===== src/rtl/sdram_fb_arbiter.sv =====
// sdram_fb_arbiter: round-robin burst arbiter between a camera write channel
// and a display read channel, with 1/2/3 frame-buffer rotation in the bank field.
module sdram_fb_arbiter #(
   parameter int unsigned ADDR_W  = 24,
   parameter int unsigned BANK_W  = 2,
   parameter int unsigned LEN_W   = 10,
   parameter int unsigned NUM_BUF = 2
) (
   input  logic                     i_sysclk,
   input  logic                     i_sysrst_n,
   input  logic                     init_end,
   input  logic                     wr_rst,
   input  logic                     rd_rst,
   input  logic                     read_valid,
   input  logic [LEN_W-1:0]         wr_fifo_num,
   input  logic [LEN_W-1:0]         rd_fifo_num,
   input  logic [LEN_W-1:0]         wr_burst_len,
   input  logic [LEN_W-1:0]         rd_burst_len,
   input  logic [ADDR_W-BANK_W-1:0] wr_b_addr,
   input  logic [ADDR_W-BANK_W-1:0] wr_e_addr,
   input  logic [ADDR_W-BANK_W-1:0] rd_b_addr,
   input  logic [ADDR_W-BANK_W-1:0] rd_e_addr,
   input  logic                     sdram_wr_ack,
   input  logic                     sdram_rd_ack,
   output logic                     sdram_wr_req,
   output logic                     sdram_rd_req,
   output logic [ADDR_W-1:0]        sdram_wr_addr,
   output logic [ADDR_W-1:0]        sdram_rd_addr,
   output logic [1:0]               wr_buf,
   output logic [1:0]               rd_buf,
   output logic                     wr_frame_done,
   output logic                     rd_frame_done,
   output logic                     frame_drop
);
   localparam int unsigned OFF_W = ADDR_W - BANK_W;
   localparam int unsigned SUM_W = OFF_W + 1;

   typedef enum logic [2:0] {IDLE, WR_REQ, WR_BURST, RD_REQ, RD_BURST} state_t;

   state_t           state_q, state_d;
   logic [OFF_W-1:0] wr_off_q, wr_off_d, rd_off_q, rd_off_d;
   logic [1:0]       wr_buf_q, wr_buf_d, rd_buf_q, rd_buf_d, latest_q, latest_d;
   logic             fresh_q, fresh_d, last_rd_q, last_rd_d;
   logic             wr_skip_q, wr_skip_d, rd_skip_q, rd_skip_d;
   logic             wr_req_q, wr_req_d, rd_req_q, rd_req_d;
   logic             wr_done_q, wr_done_d, rd_done_q, rd_done_d, drop_q, drop_d;
   logic             wr_ack_dly_q, rd_ack_dly_q;

   logic             wr_elig_c, rd_elig_c, wr_fall_c, rd_fall_c;
   logic [SUM_W-1:0] wr_sum_c, rd_sum_c;
   logic [1:0]       wr_nxt_c;

   assign wr_elig_c = init_end & (wr_fifo_num >= wr_burst_len);
   assign rd_elig_c = init_end & read_valid & (rd_fifo_num < rd_burst_len);
   assign wr_fall_c = wr_ack_dly_q & ~sdram_wr_ack;
   assign rd_fall_c = rd_ack_dly_q & ~sdram_rd_ack;
   assign wr_sum_c  = SUM_W'(wr_off_q) + SUM_W'(wr_burst_len);
   assign rd_sum_c  = SUM_W'(rd_off_q) + SUM_W'(rd_burst_len);

   // Triple buffering: lowest index that is neither the finished buffer nor the one being displayed
   always_comb begin
      wr_nxt_c = 2'd2;
      if (wr_buf_q != 2'd0 && rd_buf_q != 2'd0)      wr_nxt_c = 2'd0;
      else if (wr_buf_q != 2'd1 && rd_buf_q != 2'd1) wr_nxt_c = 2'd1;
   end

   // Next-state, address advance and buffer rotation
   always_comb begin
      logic wr_end, rd_end;
      state_d   = state_q;
      wr_off_d  = wr_off_q;
      rd_off_d  = rd_off_q;
      wr_buf_d  = wr_buf_q;
      rd_buf_d  = rd_buf_q;
      latest_d  = latest_q;
      fresh_d   = fresh_q;
      last_rd_d = last_rd_q;
      wr_skip_d = wr_skip_q;
      rd_skip_d = rd_skip_q;
      wr_req_d  = wr_req_q;
      rd_req_d  = rd_req_q;
      wr_done_d = 1'b0;
      rd_done_d = 1'b0;
      drop_d    = 1'b0;
      wr_end    = 1'b0;
      rd_end    = 1'b0;

      case (state_q)
         IDLE: begin
            if (wr_elig_c && (!rd_elig_c || last_rd_q)) begin
               state_d   = WR_REQ;
               wr_req_d  = 1'b1;
               last_rd_d = 1'b0;
            end else if (rd_elig_c) begin
               state_d   = RD_REQ;
               rd_req_d  = 1'b1;
               last_rd_d = 1'b1;
            end
         end
         WR_REQ: begin
            // An accepted burst must be tracked even if a restart arrives with the ack
            if (sdram_wr_ack) begin
               state_d   = WR_BURST;
               wr_req_d  = 1'b0;
               wr_skip_d = wr_rst;
            end else if (!init_end || wr_rst) begin
               state_d  = IDLE;
               wr_req_d = 1'b0;
            end
         end
         WR_BURST: begin
            if (wr_rst) wr_skip_d = 1'b1;
            if (wr_fall_c) begin
               state_d   = IDLE;
               wr_skip_d = 1'b0;
               if (!(wr_skip_q || wr_rst)) begin
                  if (wr_sum_c < {1'b0, wr_e_addr}) wr_off_d = wr_sum_c[OFF_W-1:0];
                  else                              wr_end   = 1'b1;
               end
            end
         end
         RD_REQ: begin
            if (sdram_rd_ack) begin
               state_d   = RD_BURST;
               rd_req_d  = 1'b0;
               rd_skip_d = rd_rst;
            end else if (!init_end || rd_rst) begin
               state_d  = IDLE;
               rd_req_d = 1'b0;
            end
         end
         RD_BURST: begin
            if (rd_rst) rd_skip_d = 1'b1;
            if (rd_fall_c) begin
               state_d   = IDLE;
               rd_skip_d = 1'b0;
               if (!(rd_skip_q || rd_rst)) begin
                  if (rd_sum_c < {1'b0, rd_e_addr}) rd_off_d = rd_sum_c[OFF_W-1:0];
                  else                              rd_end   = 1'b1;
               end
            end
         end
         default: state_d = IDLE;
      endcase

      // Writer frame end is applied before the reader so a same-cycle reader picks it up
      if (wr_end) begin
         wr_off_d  = wr_b_addr;
         wr_done_d = 1'b1;
         latest_d  = wr_buf_q;
         fresh_d   = 1'b1;
         if (NUM_BUF == 1)      wr_buf_d = 2'd0;
         else if (NUM_BUF == 2) wr_buf_d = {1'b0, ~wr_buf_q[0]};
         else                   wr_buf_d = wr_nxt_c;
      end

      if (rd_end) begin
         rd_off_d  = rd_b_addr;
         rd_done_d = 1'b1;
         if (fresh_d) begin
            rd_buf_d = latest_d;
            fresh_d  = 1'b0;
         end else if (NUM_BUF != 1) begin
            drop_d = 1'b1;
         end
      end

      // Channel restarts take effect immediately on their own channel only
      if (wr_rst) begin
         wr_off_d = wr_b_addr;
         wr_buf_d = 2'd0;
      end
      if (rd_rst) begin
         rd_off_d = rd_b_addr;
         rd_buf_d = 2'd0;
      end
   end

   // State and output registers; last-served resets to read so write wins the first tie
   always_ff @(posedge i_sysclk or negedge i_sysrst_n) begin
      if (!i_sysrst_n) begin
         state_q      <= IDLE;
         wr_off_q     <= '0;
         rd_off_q     <= '0;
         wr_buf_q     <= 2'd0;
         rd_buf_q     <= 2'd0;
         latest_q     <= 2'd0;
         fresh_q      <= 1'b0;
         last_rd_q    <= 1'b1;
         wr_skip_q    <= 1'b0;
         rd_skip_q    <= 1'b0;
         wr_req_q     <= 1'b0;
         rd_req_q     <= 1'b0;
         wr_done_q    <= 1'b0;
         rd_done_q    <= 1'b0;
         drop_q       <= 1'b0;
         wr_ack_dly_q <= 1'b0;
         rd_ack_dly_q <= 1'b0;
      end else begin
         state_q      <= state_d;
         wr_off_q     <= wr_off_d;
         rd_off_q     <= rd_off_d;
         wr_buf_q     <= wr_buf_d;
         rd_buf_q     <= rd_buf_d;
         latest_q     <= latest_d;
         fresh_q      <= fresh_d;
         last_rd_q    <= last_rd_d;
         wr_skip_q    <= wr_skip_d;
         rd_skip_q    <= rd_skip_d;
         wr_req_q     <= wr_req_d;
         rd_req_q     <= rd_req_d;
         wr_done_q    <= wr_done_d;
         rd_done_q    <= rd_done_d;
         drop_q       <= drop_d;
         wr_ack_dly_q <= sdram_wr_ack;
         rd_ack_dly_q <= sdram_rd_ack;
      end
   end

   assign sdram_wr_req  = wr_req_q;
   assign sdram_rd_req  = rd_req_q;
   assign sdram_wr_addr = {BANK_W'(wr_buf_q), wr_off_q};
   assign sdram_rd_addr = {BANK_W'(rd_buf_q), rd_off_q};
   assign wr_buf        = wr_buf_q;
   assign rd_buf        = rd_buf_q;
   assign wr_frame_done = wr_done_q;
   assign rd_frame_done = rd_done_q;
   assign frame_drop    = drop_q;

endmodule

===== config.mk =====
export PLATFORM = sky130hd
export DESIGN_NAME = sdram_fb_arbiter
export DESIGN_NICKNAME = d
export VERILOG_FILES = /design/src/rtl/sdram_fb_arbiter.sv
export SDC_FILE = /design/constraint.sdc
export NUM_CORES = 1
export LEC_CHECK = 0
export ABC_CLOCK_PERIOD_IN_PS = 12160
export BUFFER_PORTS_ARGS = -buffer_cell sky130_fd_sc_hd__buf_2
export CORE_MARGIN = 5
export CORE_UTILIZATION = 55
export CTS_CLUSTER_DIAMETER = 200
export CTS_CLUSTER_SIZE = 28
export DETAILED_ROUTE_END_ITERATION = 10
export HOLD_SLACK_MARGIN = 0.08
export MAX_ROUTING_LAYER = met4
export PLACE_DENSITY = 0.87
export RECOVER_POWER = 100
export SLEW_MARGIN = 15
export SYNTH_ARGS = -nofsm -noshare
export SYNTH_HDL_FRONTEND = slang
export SYNTH_SLANG_ARGS = --single-unit
export TNS_END_PERCENT = 100

===== constraint.sdc =====
create_clock -name i_sysclk -period 12.16 [get_ports i_sysclk]
set_clock_uncertainty 0.05 [all_clocks]
set_input_delay 0 -clock i_sysclk [delete_from_list [all_inputs] [get_ports i_sysclk]]
set_output_delay 0 -clock i_sysclk [all_outputs]
set_load 0.05 [all_outputs]

==> results.py, run 1 <==
metrics = {
    "power": {
        "p_clk_frac": 0.109,
        "pwr-share-seq": 0.230,
        "power_density_nw_per_um2": 221,
        "internal_power_uw": 785,
        "peakVddDrop_v": 0.000156,
        "p_sw_frac": 0.533,
        "p_sw_uw": 896,
        "combPwrFrac": 0.661,
        "p_leak_nw": 3.78,
    },
    "sta": {
        "rsz0062_at_grt": "false",
        "finalSetupViolations": 0,
        "fmaxAchievable_ghz": 0.140,
        "tns_ns": 0,
        "min_period_ns": 7.12,
        "holdWs_ns": 0.0921,
        "worstMarginPinSlew_ns": 3.55,
        "slew_headroom": -1.37,
        "period_share": 0.586,
        "hold_viol": 0,
        "slew_violations": 100,
    },
    "yosys": {
        "yosys.area_share.simple": 0.181,
        "ys_seq_area_frac": 0.264,
        "yosysUniqueCellTypes": 69,
        "synth_top_family_by_area": "compound AO/OA/AOI/OAI gates",
        "avgSynthCellArea_um2": 8.47,
        "synthArstFlopShare": 1.00,
        "synth-xor-area-share": 0.0587,
        "synth_edf_count": 0,
        "synthCells": 705,
        "muxShareOfSynthArea": 0.0438,
        "ys_seq_elements": 63,
        "synth_area_um2": 5970,
        "synth_compound_area_frac": 0.208,
        "ys_warn_count": 0,
        "ys.flop_type": "dfrtp_1",
        "synthAdderAreaFrac": 0.176,
    },
    "setup_path": {
        "r2r-end": "rd_off_q[0]",
        "cp_max_fo": 35,
        "cp-start-kind": "flip-flop",
        "r2r_start": "rd_off_q[0]",
        "reg2reg_depth": 20,
        "crit_type": "flip-flop to flip-flop",
        "reg2reg_slack_ns": 5.04,
        "endpoint_kind": "flip-flop",
        "cp.required_ns": 12.29,
        "critPathArrivalTime_ns": 7.25,
    },
    "grt": {
        "grt_max_degree": 64,
        "track_usage": 0.273,
        "grt_pass1_vias": 6096,
        "grtUsageMet3": 0.0418,
        "grt_util_met1": 0.317,
        "busiest_layer": "met2",
        "grt.overflow.total": 0,
        "grt_pass1_wl_mm": 28.1,
        "antenna_found_initial": 0,
        "grt_use_met2": 0.481,
    },
    "place": {
        "place.gp.congestion": 0.936,
        "numPortBuffers": 190,
        "post-dp-hpwl_mm": 12.9,
    },
    "floorplanning": {
        "die_x_um": 114,
        "core-area_um2": 10700,
        "die_h_um": 114,
        "die_area_um2": 13000,
        "initial_core_util": 0.556,
        "pin_count": 193,
        "num_rows": 38,
    },
    "detailed_routing": {
        "wl_mm": 17.4,
        "vias": 6166,
        "drt_iter0_markers": 353,
        "wire_per_inst_um": 16.0,
        "via_per_inst": 5.68,
        "drt-pass1-iter-count": 5,
        "drc": 0,
        "antenna_left": 0,
    },
    "run_status": {
        "violations": "max-capacitance violations, max-slew violations",
        "status": "finished, violations left",
    },
    "cts": {
        "clk_pin_slew_ns": 0.07,
        "hold_buffers": 53,
        "htreeDepth": 3,
        "clock_latency_ns": 0.35,
        "post_cts_buffers": 0,
        "clockBufferDepth": 2,
        "cts-resized-gates": 0,
        "cts_tree": "done",
        "cts_made_buffers": 9,
        "cts_sinks": 63,
        "root_buffer": "clkbuf_8",
    },
    "worst_hold_path": {
        "hp-start": "read_valid",
        "whs_endpoint": "sdram_rd_req",
        "timing.hold.worst.class": "input port to flip-flop",
        "hold_depth": 6,
    },
    "finish": {
        "drive_gt1_frac": 0.164,
        "antennaDiodeCount": 0,
        "syn_to_final_growth_pct": 27.1,
        "final_cell_mix": "buf_2 (132), ha_1 (81), inv_1 (73), clkbuf_1 (66), nand2_1 (64)",
        "num-nets-final": 1160,
        "multi_input_area_um2": 3940,
        "layout_commonest_cell": "buf_2",
        "regArea_um2": 1580,
        "fillers": 863,
    },
    "run": {
        "max_cap_violations": 2,
    },
}
synth_stat cells, types with 6 or more instances:
| library cell | count | area (um2) |
|---|---|---|
| a211oi_1 | 8 | 60.1 |
| a21o_1 | 13 | 97.6 |
| a21oi_1 | 35 | 175 |
| a221o_1 | 8 | 80.1 |
| a31oi_1 | 8 | 50.1 |
| and3_1 | 9 | 56.3 |
| buf_4 | 6 | 45.0 |
| clkbuf_1 | 11 | 41.3 |
| dfrtp_1 | 62 | 1550 |
| ha_1 | 81 | 1010 |
| inv_1 | 73 | 274 |
| mux2i_1 | 25 | 250 |
| nand2_1 | 64 | 240 |
| nand2b_1 | 10 | 62.6 |
| nand3_1 | 23 | 115 |
| nand4_1 | 11 | 68.8 |
| nor2_1 | 49 | 184 |
| nor2b_1 | 8 | 50.1 |
| nor3_1 | 18 | 90.1 |
| o21a_1 | 13 | 97.6 |
| o21ai_0 | 46 | 230 |
| xnor2_1 | 29 | 254 |
| xor2_1 | 11 | 96.3 |
sequential cells by signal, summed over array words and instances (netlist names), 2 cells and up:
name,count
latest_q,2
rd_buf,2
rd_off_q,22
state_q,3
wr_off_q,22
power groups by stage:
| stage | combinational [mW] | sequential [mW] | clock [mW] |
|---|---|---|---|
| finish | 1.11 | 0.386 | 0.184 |
| detailed placement | 1.11 | 0.384 | 0 |
| global placement | 1.08 | 0.380 | 0 |
| floorplan | 0.636 | 0.588 | 0 |
| CTS | 1.13 | 0.380 | 0.189 |
| global route | 1.21 | 0.398 | 0.199 |
cell families (layout without fill, tap and decap cells):
group                      after synthesis  count (layout)
muxes                                   26              26
xor gates and xnor gates                40              40
other                                    1               2
adders and majority gates               83              83
DFF                                     63              63
and+or+nand+nor                        219             219
buffers and inverters                   97             337
AOI/OAI and AO/OA                      176             176
worst max-delay path by stage:
stage | start | end | slack, ns | depth (start not counted)
6_report | rd_off_q[0] | rd_off_q[0] | 5.04 | 20
5_1_grt | rd_off_q[0] | rd_off_q[0] | 4.55 | 20
4_1_cts | rd_off_q[0] | rd_off_q[0] | 6.46 | 20
3_5_place_dp | rd_off_q[0] | rd_off_q[10] | 6.89 | 19
3_3_place_gp | rd_off_q[0] | rd_off_q[10] | 7.05 | 19
2_1_floorplan | rd_off_q[0] | rd_off_q[10] | 7.42 | 18
worst max-delay path, stage by stage (launching register included):
cell and delay (ns):
dfrtp_1 0.40, ha_1 0.21, fa_1 0.40, a21o_1 0.20, a221oi_1 0.36, a21oi_1 0.20, a311oi_1 0.69, nor2_1 0.25
and3_1 0.26, xnor2_1 0.20, inv_1 0.07, ha_1 0.29, nand2_1 0.05, nor4_1 0.35, o31ai_1 0.13, a31oi_1 0.28
o41a_1 0.34, clkbuf_1 1.28, mux2i_1 0.29, dlygate4sd3_1 0.57, o21ai_0 0.07
layer usage:
| metal | up-vias | part of all wire |
|---|---|---|
| li1 | 3001 | - |
| met1 | 2851 | 0.41 |
| met2 | 266 | 0.49 |
| met3 | 48 | 0.074 |
| met4 | 0 | 0.026 |
| met5 | - | 0 |
through the flow:
stage	utilization	cells	setup WS (ns)	area, um2	power (mW)
3_5_place_dp	0.652	1017	6.89	7010	1.49
4_1_cts	0.719	1086	6.46	7730	1.70
2_1_floorplan	-	706	7.42	5980	1.22
6_report	0.706	1086	5.04	7590	1.68
5_1_grt	0.706	1086	4.55	7590	1.81
3_3_place_gp	0.652	1017	7.05	7010	1.46
final cells by class:
class	count	area share
inverter	73	0.0361
clock inverter	1	0.00396
tap	140	0.0231
timing repair buffer	248	0.189
multi-input combinational	546	0.519
sequential	63	0.208
clock buffer	15	0.0206
(Power assumes the default switching activity.)
==> run 2: changes to the inputs <==
- ABC_CLOCK_PERIOD_IN_PS: 12160 -> 6800
- CORE_UTILIZATION: 55 -> 53
- PLACE_DENSITY: 0.87 -> 0.84
- clock period: 12.16 -> 6.8 ns (I/O delays scaled with it)
==> run 2 against run 1 <==
The flow still finishes with violations (max-capacitance violations, max-slew violations). Count of clock-buffer cells in the layout down 4. Sequential power up 79%. First-iteration DRC count down 19%. Final cell count about the same. Critical endpoint is now wr_off_q[1]. Sequential share of layout area down 0.38 points. Largest power group unchanged. Via count up 1.2%. Combinational power up 81%.
==> results.py, run 2 (synthesized netlist as in run 1, its figures left out) <==
metrics = {
    "sta": {
        "min_period_ns": 6.10,
        "slew_violations": 64,
        "slew_headroom": -1.40,
        "rsz0062_at_grt": "false",
        "hold_viol": 0,
        "worstMarginPinSlew_ns": 3.59,
        "finalSetupViolations": 0,
        "fmaxAchievable_ghz": 0.164,
        "tns_ns": 0,
        "period_share": 0.897,
        "worst_slack_ns": 0.702,
    },
    "place": {
        "numPortBuffers": 190,
        "post-dp-hpwl_mm": 12.8,
        "place_ws_ns": 1.21,
        "placed_cells": 1018,
        "place.gp.congestion": 0.908,
    },
    "cts": {
        "cts_tree": "done",
        "cts_made_buffers": 9,
        "clock_latency_ns": 0.33,
        "cts_sinks": 63,
        "clockBufferDepth": 2,
        "clk_pin_slew_ns": 0.05,
        "root_buffer": "clkbuf_16",
        "htreeDepth": 3,
    },
    "setup_path": {
        "reg2reg_depth": 17,
        "cp_cell_sequence": "ha_1 > fa_1 > a211oi_1 > o21ai_0 > a41oi_1 > nor2b_1 > nand2_1 > xnor2_1 > ha_1 > a211oi_1 > o21ai_0 > a211oi_1 > o221ai_1 > o31ai_4 > clkbuf_1 > o22a_1 > dlygate4sd3_1",
        "cp.required_ns": 7.01,
        "endpoint_kind": "flip-flop",
        "crit_path_max_incr_delay_ns": 0.73,
        "crit_type": "flip-flop to flip-flop",
        "path_buf_inv": 2,
        "cp.depth": 17,
        "critPathArrivalTime_ns": 6.31,
        "cpMaxStageDelayCell": "clkbuf_1",
        "cpMostUsedCell": "a211oi_1",
        "cp-start-kind": "flip-flop",
        "cp_max_fo": 16,
        "cp_top_family": "compound AO/OA/AOI/OAI gates",
    },
    "run_status": {
        "status": "finished, violations left",
        "violations": "max-capacitance violations, max-slew violations",
    },
    "detailed_routing": {
        "drc": 0,
        "antenna_left": 0,
        "wire_per_inst_um": 16.4,
        "wl_mm": 17.8,
        "drt_iter0_markers": 287,
        "via_per_inst": 5.75,
        "drt-pass1-iter-count": 5,
        "vias": 6237,
    },
    "grt": {
        "grt_pass1_vias": 6250,
        "grt_pass1_wl_mm": 28.4,
        "track_usage": 0.270,
        "grt_max_degree": 64,
        "antenna_found_initial": 0,
        "grt.overflow.total": 0,
    },
    "floorplanning": {
        "initial_core_util": 0.546,
        "num_rows": 38,
        "die_area_um2": 13500,
        "pin_count": 193,
        "die_h_um": 116,
        "die_x_um": 116,
        "core-area_um2": 10900,
    },
    "finish": {
        "reg_top3": "rd_off_q (22), wr_off_q (22), state_q (3)",
        "layout_commonest_cell": "buf_2",
        "antennaDiodeCount": 0,
        "final_cell_mix": "buf_2 (132), ha_1 (81), inv_1 (73), nand2_1 (64), dfrtp_1 (62)",
        "drive_gt1_frac": 0.168,
        "syn_to_final_growth_pct": 29.4,
        "num-nets-final": 1160,
        "fin_cells": 1085,
    },
    "power": {
        "p_leak_nw": 3.85,
        "peakVddDrop_v": 0.000290,
        "power_density_nw_per_um2": 414,
    },
    "worst_hold_path": {
        "hold_depth": 6,
        "timing.hold.worst.class": "input port to flip-flop",
    },
    "run": {
        "max_cap_violations": 1,
    },
}
run 2: routing by layer:
metal | vias to the layer above | routed length (um) | track usage
met5 | - | 0 | -
met4 | 0 | 332 | 0.0766
met3 | 41 | 1530 | 0.0622
met2 | 312 | 8920 | 0.484
met1 | 2885 | 7020 | 0.301
li1 | 2999 | - | -
run 2: path summary, 6_finish.rpt:
| check | start | end | slack [ns] |
|---|---|---|---|
| max reg2reg | wr_off_q[0] | wr_off_q[1] | 0.70 |
| max | wr_off_q[0] | wr_off_q[1] | 0.70 |
| min in group asynchronous | i_sysrst_n | wr_off_q[6] | 1.50 |
| min reg2reg | latest_q[0] | latest_q[0] | 0.47 |
| max in group asynchronous | i_sysrst_n | rd_off_q[18] | 3.19 |
| min | read_valid | sdram_rd_req | 0.12 |
run 2: final cells by class:
| class | count | area [um2] |
|---|---|---|
| Clock buffer | 11 | 243 |
| Clock inverter | 4 | 70.1 |
| Fill cell | 851 | 3210 |
| Inverter | 73 | 274 |
| Multi-Input combinational cell | 546 | 3950 |
| Sequential cell | 63 | 1580 |
| Tap cell | 140 | 175 |
| Timing Repair Buffer | 248 | 1440 |
run 2: power by group:
group	leakage [nW]	switching [mW]	internal (mW)
Clock	0.155	0.166	0.328
Combinational	2.93	1.29	0.720
Sequential	0.769	0.179	0.511
run 2: worst reg2reg max path: cells and delay by family (launching register included):
family / cells / cell delay (ns)
buffers and inverters: 2 / 1.29
and+or+nand+nor: 2 / 0.41
xor gates and xnor gates: 1 / 0.17
AOI/OAI and AO/OA: 9 / 2.77
DFF: 1 / 0.39
adders and majority gates: 3 / 0.97
run 2: repair_timing:
action                                 in CTS  in global routing
setup buffers                               0                  0
gates resized for setup                     0                  0
endpoints found under the hold margin     115                  0
hold buffers                               52                  0
run 2: per-stage QoR:
stage	hold slack, ns	util	power (mW)	area (um2)
floorplan	-0.346	-	2.19	5980
global placement	0.130	0.642	2.62	7020
detailed placement	0.129	0.642	2.66	7020
CTS	0.0810	0.718	3.22	7850
global route	0.164	0.707	3.44	7730
finish	0.116	0.707	3.20	7730
==> run 3: changes to the inputs <==
- PLACE_DENSITY: 0.84 -> not set
- PLACE_DENSITY_LB_ADDON: not set -> 0.2
==> run 3 against run 2 <==
The run still ends with max-capacitance violations, max-slew violations left. Count of clock-buffer cells in the layout grew 1. Register-to-register slack improved by 0.06 ns. Critical endpoint unchanged. Critical path type unchanged. Largest cell class unchanged. Global-route usage down 0.35 points.
==> results.py, run 3 (synthesized netlist as in run 1, its figures left out) <==
metrics = {
    "run_status": {
        "status": "finished, violations left",
        "violations": "max-capacitance violations, max-slew violations",
    },
    "cts": {
        "root_buffer": "clkbuf_16",
        "cts_made_buffers": 9,
        "clock_latency_ns": 0.33,
        "clockBufferDepth": 2,
        "post_cts_buffers": 0,
        "cts_sinks": 63,
        "cts_tree": "done",
        "htreeDepth": 3,
        "clk_pin_slew_ns": 0.05,
    },
    "sta": {
        "min_period_ns": 6.04,
        "hold_viol": 0,
        "finalSetupViolations": 0,
        "fmaxAchievable_ghz": 0.166,
        "period_share": 0.889,
        "rsz0062_at_grt": "false",
        "tns_ns": 0,
        "holdWs_ns": 0.120,
        "worstMarginPinSlew_ns": 3.74,
        "slew_headroom": -1.49,
        "slew_violations": 64,
    },
    "floorplanning": {
        "initial_core_util": 0.546,
        "core-area_um2": 10900,
        "die_h_um": 116,
        "num_rows": 38,
        "die_x_um": 116,
        "die_area_um2": 13500,
        "pin_count": 193,
    },
    "power": {
        "power_density_nw_per_um2": 405,
        "p_leak_nw": 3.84,
        "peakVddDrop_v": 0.000289,
        "power_mw": 3.13,
    },
    "grt": {
        "grt_pass1_vias": 6202,
        "grt_pass1_wl_mm": 28.2,
        "track_usage": 0.267,
        "grt.overflow.total": 0,
        "grt_max_degree": 64,
        "antenna_found_initial": 0,
    },
    "finish": {
        "layout_commonest_cell": "buf_2",
        "num-nets-final": 1160,
        "drive_gt1_frac": 0.171,
        "reg_top3": "rd_off_q (22), wr_off_q (22), state_q (3)",
        "fillers": 919,
        "final_cell_mix": "buf_2 (132), ha_1 (81), inv_1 (73), nand2_1 (64), dfrtp_1 (62)",
        "syn_to_final_growth_pct": 29.3,
    },
    "setup_path": {
        "cp_top_family": "compound AO/OA/AOI/OAI gates",
        "cpMaxStageDelayCell": "o31ai_1",
        "cp_max_fo": 16,
        "cp_cell_sequence": "ha_1 > a211oi_1 > o21ai_0 > a221o_1 > o31ai_1 > inv_1 > nand3_1 > xnor2_1 > ha_1 > nand2_1 > nor3_1 > o311ai_0 > o221ai_1 > o31ai_4 > clkbuf_1 > o22a_1 > dlygate4sd3_1",
        "cpMostUsedCell": "ha_1",
        "crit_type": "flip-flop to flip-flop",
        "path_buf_inv": 3,
        "critPathArrivalTime_ns": 6.26,
        "crit_path_max_incr_delay_ns": 0.78,
        "endpoint_kind": "flip-flop",
        "cp.required_ns": 7.02,
        "cp-start-kind": "flip-flop",
    },
    "detailed_routing": {
        "antenna_left": 0,
        "drt-pass1-iter-count": 5,
        "via_per_inst": 5.61,
        "wl_mm": 17.6,
        "drc": 0,
        "drt_iter0_markers": 431,
        "wire_per_inst_um": 16.2,
        "vias": 6094,
    },
    "place": {
        "numPortBuffers": 190,
        "post-dp-hpwl_mm": 13.1,
        "place.gp.congestion": 0.886,
    },
    "worst_hold_path": {
        "timing.hold.worst.class": "input port to flip-flop",
    },
    "run": {
        "max_cap_violations": 1,
    },
}
[run 3: tightest hold or removal path: stages]
cell     delay [ns]
buf_2          0.09
nand2_1        0.06
a211o_1        0.09
a31oi_1        0.07
nand3_1        0.09
nand2_1        0.05
[run 3: where the power goes]
group / switching [mW] / total (mW) / internal, mW / leakage (nW)
clock: 0.172 / 0.446 / 0.273 / 0.140
combinational: 1.28 / 1.99 / 0.719 / 2.93
sequential: 0.176 / 0.687 / 0.511 / 0.769
total: 1.62 / 3.13 / 1.50 / 3.84
[run 3: metrics by stage]
step | util | instance area (um2) | instances | worst slack [ns]
after global placement | 0.641 | 7010 | 1017 | 1.62
after floorplan | - | 5980 | 706 | 2.06
after detailed placement | 0.641 | 7010 | 1017 | 1.52
after global routing | 0.706 | 7720 | 1085 | 0.419
final | 0.706 | 7720 | 1086 | 0.758
after CTS | 0.716 | 7830 | 1085 | 1.10
[run 3: cell type report]
class | instances | area [um2] | area share
antenna | 1 | 2.50 | 0.000324
clock buffer | 12 | 267 | 0.0345
clock inverter | 3 | 17.5 | 0.00227
inverter | 73 | 274 | 0.0355
multi-input combinational | 546 | 3970 | 0.514
sequential | 63 | 1580 | 0.204
tap | 140 | 175 | 0.0227
timing repair buffer | 248 | 1440 | 0.186
[run 3: timing repair]
action,in CTS,in global routing
hold buffers,53,0
hold endpoints to repair,116,0
resized for setup,0,0
[run 3: per-layer routing]
metal  vias up  GRT usage  wire (um)
met5         -          -          0
met4         0     0.0766        309
met3        25     0.0420       1150
met2       234      0.484       9130
met1      2838      0.304       7050
li1       2997          -          -
[run 3: final timing paths]
kind	startpoint	end	slack, ns	depth (start not counted)
worst max-delay path	wr_off_q[1]	wr_off_q[1]	0.76	17
worst min register to register	latest_q[1]	latest_q[1]	0.45	1
worst max register to register	wr_off_q[1]	wr_off_q[1]	0.76	17
min in group asynchronous	i_sysrst_n	wr_off_q[4]	1.55	3
max in group asynchronous	i_sysrst_n	wr_off_q[8]	3.05	3
worst min-delay path	read_valid	sdram_rd_req	0.12	6
